## src/rtl/mips_bus_pkg.sv

```systemverilog
// Shared definitions for the data-memory bus bridge: FSM state encoding,
// bus size codes and watchdog defaults.
package mips_bus_pkg;

  // Bridge FSM states
  typedef enum logic [1:0] {
    IDLE = 2'd0,
    REQ  = 2'd1,
    WAIT = 2'd2,
    DONE = 2'd3
  } bus_state_e;

  // Bus transfer size codes
  localparam logic [1:0] SIZE_B = 2'd0;
  localparam logic [1:0] SIZE_H = 2'd1;
  localparam logic [1:0] SIZE_W = 2'd2;

  // Watchdog defaults
  localparam int unsigned TIMEOUT_CYCLES_DEF = 256;
  localparam int unsigned WDOG_CNT_W         = 16;

endpackage

```

## src/rtl/bus_watchdog.sv

```systemverilog
// Transaction watchdog for data_sram_bridge. Only present when
// DATA_SRAM_BRIDGE_TIMEOUT_EN is defined.
`ifdef DATA_SRAM_BRIDGE_TIMEOUT_EN
module bus_watchdog
  import mips_bus_pkg::*;
#(
  parameter int unsigned TIMEOUT_CYCLES = TIMEOUT_CYCLES_DEF
) (
  input  logic clk,
  input  logic rst,
  input  logic start,
  input  logic active,
  output logic expire_c
);

  logic [WDOG_CNT_W-1:0] count;

  // Cycle counter: cleared when a request is issued, counts while it is outstanding
  always_ff @(posedge clk or posedge rst) begin
    if (rst) begin
      count <= '0;
    end else if (start) begin
      count <= '0;
    end else if (active) begin
      count <= count + WDOG_CNT_W'(1);
    end
  end

  // Fires on the cycle whose closing edge is the TIMEOUT_CYCLES-th since issue
  assign expire_c = active & (count == WDOG_CNT_W'(TIMEOUT_CYCLES - 1));

endmodule
`endif

```

## src/rtl/data_sram_bridge.sv

```systemverilog
// M-stage data-memory bridge: turns a single-cycle memory request into a
// two-phase (addr_ok, data_ok) SRAM-like bus transaction and stalls the
// pipeline until it completes. Optional watchdog: DATA_SRAM_BRIDGE_TIMEOUT_EN.
module data_sram_bridge
  import mips_bus_pkg::*;
#(
  parameter int unsigned TIMEOUT_CYCLES = TIMEOUT_CYCLES_DEF,
  parameter int unsigned ADDR_W         = 32,
  parameter int unsigned DATA_W         = 32
) (
  input  logic              clk,
  input  logic              rst,
  input  logic              memenM,
  input  logic              memwriteM,
  input  logic [1:0]        mem_sizeM,
  input  logic [ADDR_W-1:0] mem_addrM,
  input  logic [DATA_W-1:0] mem_wdataM,
  input  logic              flushM,
  input  logic              advanceM,
  output logic [DATA_W-1:0] mem_rdataM,
  output logic              stall_memM,
  output logic              bus_errM,
  output logic              data_req,
  output logic              data_wr,
  output logic [1:0]        data_size,
  output logic [ADDR_W-1:0] data_addr,
  output logic [DATA_W-1:0] data_wdata,
  input  logic              data_addr_ok,
  input  logic              data_data_ok,
  input  logic [DATA_W-1:0] data_rdata
);

  // The watchdog counter must be able to reach TIMEOUT_CYCLES-1
  if (TIMEOUT_CYCLES < 2 || TIMEOUT_CYCLES > (1 << WDOG_CNT_W)) begin : g_bad_timeout
    $error("data_sram_bridge: TIMEOUT_CYCLES out of range");
  end

  bus_state_e state;
  logic       cancel;
  logic       issue_c;
  logic       busy_c;
  logic       drop_c;
  logic       complete_c;
  logic       expire_c;

  assign issue_c    = (state == IDLE) & memenM & ~flushM;
  assign busy_c     = (state == REQ) | (state == WAIT);
  // A flush in the final bus cycle still discards the result
  assign drop_c     = cancel | flushM;
  assign complete_c = ((state == REQ) & data_addr_ok & data_data_ok) |
                      ((state == WAIT) & data_data_ok);

  assign stall_memM = issue_c | busy_c;

`ifdef DATA_SRAM_BRIDGE_TIMEOUT_EN
  bus_watchdog #(
    .TIMEOUT_CYCLES(TIMEOUT_CYCLES)
  ) u_wdog (
    .clk      (clk),
    .rst      (rst),
    .start    (issue_c),
    .active   (busy_c),
    .expire_c (expire_c)
  );
`else
  assign expire_c = 1'b0;
`endif

  // Bridge FSM with registered bus and M-stage outputs
  always_ff @(posedge clk or posedge rst) begin
    if (rst) begin
      state      <= IDLE;
      cancel     <= 1'b0;
      data_req   <= 1'b0;
      data_wr    <= 1'b0;
      data_size  <= 2'd0;
      data_addr  <= '0;
      data_wdata <= '0;
      mem_rdataM <= '0;
      bus_errM   <= 1'b0;
    end else begin
      bus_errM <= 1'b0;
      case (state)
        IDLE: begin
          if (issue_c) begin
            state      <= REQ;
            cancel     <= 1'b0;
            data_req   <= 1'b1;
            data_wr    <= memwriteM;
            data_size  <= mem_sizeM;
            data_addr  <= mem_addrM;
            data_wdata <= mem_wdataM;
          end
        end
        REQ, WAIT: begin
          if (complete_c) begin
            data_req <= 1'b0;
            cancel   <= 1'b0;
            state    <= drop_c ? IDLE : DONE;
            if (!drop_c && !data_wr) begin
              mem_rdataM <= data_rdata;
            end
          end else if (expire_c) begin
            data_req   <= 1'b0;
            cancel     <= 1'b0;
            bus_errM   <= 1'b1;
            mem_rdataM <= '0;
            state      <= drop_c ? IDLE : DONE;
          end else begin
            cancel <= drop_c;
            if ((state == REQ) && data_addr_ok) begin
              data_req <= 1'b0;
              state    <= WAIT;
            end
          end
        end
        DONE: begin
          if (advanceM || flushM) begin
            state <= IDLE;
          end
        end
        default: state <= IDLE;
      endcase
    end
  end

endmodule

```

## config.mk

```make
export PLATFORM = sky130hd
export DESIGN_NAME = data_sram_bridge
export DESIGN_NICKNAME = d
export VERILOG_FILES = /design/src/rtl/mips_bus_pkg.sv /design/src/rtl/bus_watchdog.sv /design/src/rtl/data_sram_bridge.sv
export SDC_FILE = /design/constraint.sdc
export NUM_CORES = 1
export LEC_CHECK = 0
export ABC_AREA = 1
export BUFFER_PORTS_ARGS = -buffer_cell sky130_fd_sc_hd__buf_2
export CORE_AREA = 2 2 147 77
export DETAILED_ROUTE_END_ITERATION = 10
export DIE_AREA = 0 0 149 79
export GPL_TIMING_DRIVEN = 0
export PLACE_DENSITY = 0.76
export SLEW_MARGIN = 20
export SYNTH_ARGS = -nofsm -noshare
export SYNTH_HDL_FRONTEND = slang
export SYNTH_SLANG_ARGS = --single-unit
```

## constraint.sdc

```tcl
create_clock -name clk -period 3.1 [get_ports clk]
set_clock_uncertainty 0.15 [all_clocks]
set_input_delay 0.465 -clock clk [delete_from_list [all_inputs] [get_ports clk]]
set_output_delay 0.465 -clock clk [all_outputs]
set_load 0.02 [all_outputs]
```

==> flow_summary.toml <==
[global_route]
number_of_antenna_violations_at_the_first_check_in_global_routing = 0
global_route.overflow_total = 0
grt_max_degree = 36
grt_pass1_vias = 3765
grt_util_all_layers_pct = 19.6
grt_first_pass_wirelength_um = 18000

[drt]
drt_drc_violations_left = 0
detailedRoute.firstIterationViolations = 148
route.detailed.vias_per_inst = 4.50
drt_first_pass_iters = 4
avgRoutedWirePerCell_um = 13.3
vias = 3827
postRouteWirelength_um = 11300
drt.antenna.violating_nets = 0

[clocking]
path_clk_slew_ns = 0.07
postCtsResizedCells = 0
cts_inserted_buffers = 9
post_cts.repair.setup_buffers = 0
worstSkewPairLatency_ns = 0.33
cts_root_buf = "clkbuf_16"
max-clock-path-buffers = 2
cts-htree-levels = 3
clock_tree_from_tritoncts = "done"
count_of_clock_tree_sinks = 103
cts_hold_repair.buffers = 1

[logic_synthesis]
area_share_of_xor_xnor_cells_in_the_synthesized_design_pct = 0
synthDominantAreaCellType = "dfrtp_1"
synth_simple_gate_area_share_pct = 24.6
syn_area_sq_um = 4320
number_of_synthesized_register_bits = 103
yosys.cell_types.count = 21
async_reset_ff_share_pct = 100
synth-compound-area-share_pct = 7.01
yosys.area.top_type_share_pct = 59.6
synth_mux_area_share_pct = 0
synth.most_common_cell = "nand2_1"
synth_edf_count = 0
post_synth_fa_ha_maj_area_fraction_pct = 1.16
most_frequent_cells_after_synthesis = "nand2_1 (258), dfrtp_1 (103), inv_1 (41)"
mappedNetlistNets = 592
combinational_family_with_the_most_area_after_synthesis = "simple AND/OR/NAND/NOR gates"
post_synth_inst_count = 482
ys_dominant_reg_cell = "dfrtp_1"
seq_area_frac_synth_pct = 59.6
cells_taking_the_most_area_after_synthesis = "dfrtp_1 (60%), nand2_1 (22%), o21ai_2 (6.5%), inv_1 (3.6%), buf_6 (2.3%)"
total_number_of_yosys_warnings = 0
post_synth.cell_area_avg_sq_um = 8.97

[setup_path]
worstPathMaxFanout = 10
cp.required_ns = 2.48
r2r_cells = 7
regToRegStartpoint = "state[0]$_DFFE_PP0P_"
critical_path.slowest_cell = "dfrtp_1"
startpoint_type = "flip-flop"
crit_path_max_incr_delay_ns = 0.42
cp.arrival_ns = 1.99
worst-r2r-setup-slack_ns = 1.18
crit_type = "reg2out"
critPathMostFrequentCell = "buf_2"
crit_end_category = "primary output"
critical_path.cell_chain = "inv_1 -> ha_1 -> nand3_2 -> buf_4 -> buf_2 -> nand2_1 -> buf_2"
timing.rr.end = "data_req$_DFFE_PP0P_"

[hold_path]
min_path_type = "in2reg"
min_to = "data_addr[20]$_DFFE_PP0P_"
timing.hold.worst.start = "mem_addrM[20]"
min_path_cells = 3

[timing]
timing_max_transition_violations_final = 0
hold_slack_ns = 0.169
fin_setup_tns_ns = 0
grt_setup_unrepaired = "false"
layout_min_cycle_time_ns = 2.60
maxClockFrequency_mhz = 384
worst_slew_pin_slew_ns = 0.555
maxSlewHeadroom_pct = 63.0
period_share_pct = 84.0
postLayoutSetupSlackWorst_ns = 0.496
hold_viol_final = 0
finalSetupViolCount = 0

[placement]
place_hpwl_um = 8730
globalplace.congestion = 0.863
detailed_place.area_sq_um = 5600
placement.io_buffers = 206
place_worst_setup_slack_ns = 0.871

[power]
p_sw_mw = 2.66
ir_drop_worst_vdd_mv = 0.522
power_per_cell_area_nw_per_um2 = 1050
p_comb_share_pct = 44.9
total_leakage_power_nw = 3.52
sequential_share_of_power_pct = 38.2
p_clk_share_pct = 16.9
internal_power_mw = 3.50
sw_frac_of_total_pct = 43.2

[die]
coreArea_sq_um = 10600
pin_count = 208
fp.dieArea_sq_um = 11800
row_count = 27
dieHeight_um = 79
initial_utilization_pct = 40.7
dieWidth_um = 149

[finish]
final_cell_area_sq_um = 5880
nNetsFinal = 813
layout-area-overhead-vs-synth_pct = 36.0
n_antenna_cell = 0
final_layout_size_suffix_gt1_share_pct = 39.7

[flow_run]
maxCapViolCount = 0

[outcome]
status = "complete, no violations"
[routing by layer]
metal | GRT usage, % | part of all wire [%] | up-vias
li1 | - | - | 1880
met1 | 26.8 | 45 | 1775
met2 | 31.0 | 45 | 162
met3 | 5.57 | 9.1 | 10
met4 | 4.86 | 0.77 | 0
met5 | 0 | 0 | -
[power by group through the flow]
stage               clock network (mW)  registers, mW  logic, mW
CTS                               1.08           2.35       2.79
detailed placement                   0           2.36       2.79
floorplan                            0           3.12      0.971
global route                      1.14           2.43       3.02
global placement                     0           2.32       2.69
finish                            1.04           2.35       2.76
[metrics by stage]
stage	util (%)	std cells	power (mW)
2_1_floorplan	-	482	4.09
3_3_place_gp	52.2	833	5.02
3_5_place_dp	52.8	836	5.15
4_1_cts	55.4	851	6.22
5_1_grt	55.4	851	6.59
6_report	55.4	851	6.16
[cells in the final DEF (no fill, tap or decap)]
master | Yosys | routed
ha_1 | 4 | 4
buf_4 | 2 | 2
o21ai_0 | 2 | 2
buf_2 | 6 | 212
nor2_4 | 1 | 1
clkinv_4 | 0 | 1
or2_2 | 1 | 1
dlygate4sd3_1 | 0 | 1
inv_6 | 0 | 1
a21oi_1 | 1 | 1
nand2_2 | 1 | 1
clkbuf_16 | 0 | 9
nor2_1 | 8 | 8
inv_2 | 2 | 2
clkbuf_8 | 0 | 1
a21boi_0 | 1 | 1
buf_6 | 9 | 9
nand3_1 | 3 | 3
clkinvlp_4 | 0 | 3
nand3_2 | 1 | 1
dfrtp_1 | 103 | 103
inv_1 | 41 | 40
buf_12 | 0 | 3
nand2_1 | 258 | 258
nand3_4 | 1 | 1
clkbuf_1 | 4 | 4
conb_1 | 1 | 1
o21ai_2 | 32 | 32
[area by class of cell]
type,count,area [sq um]
plain buffers,21,161
inverters,43,165
clock inverters,4,32.5
flip-flops and latches,103,2580
clock buffers,10,239
well taps,145,181
fillers,951,4730
multi-input cells,315,1420
repair buffers,210,1100
[cells by family (layout without fill, tap and decap cells)]
group	Yosys count	in the layout
simple gates	274	274
flops	103	103
buf+inv	64	288
compound gates	36	36
fa+ha+maj	4	4
other cells	1	1
[sequential cells by signal (all words and copies together) (netlist names)]
| signal | flops |
|---|---|
| data_addr | 32 |
| data_wdata | 32 |
| state | 2 |
| data_wr | 1 |
| data_size | 2 |
| cancel | 1 |
| mem_rdataM | 32 |
| data_req | 1 |
[critical path: cells and delay by family, from the launching register on]
family                     cells  cell delay (ns)
adders and majority gates      1             0.27
buffers and inverters          4             0.67
DFF                            1             0.42
and+or+nand+nor                2             0.30
[worst max-delay path by stage]
stage | startpoint | to | cells past startpoint
after detailed placement | state[0]$_DFFE_PP0P_ | stall_memM | 7
after global placement | rst | mem_rdataM[16]$_DFFE_PP0P_ | 2
after floorplan | state[0]$_DFFE_PP0P_ | stall_memM | 6
after global routing | state[0]$_DFFE_PP0P_ | stall_memM | 7
final | state[0]$_DFFE_PP0P_ | stall_memM | 7
after CTS | state[0]$_DFFE_PP0P_ | stall_memM | 7
Power figures use the tool's default switching activity.
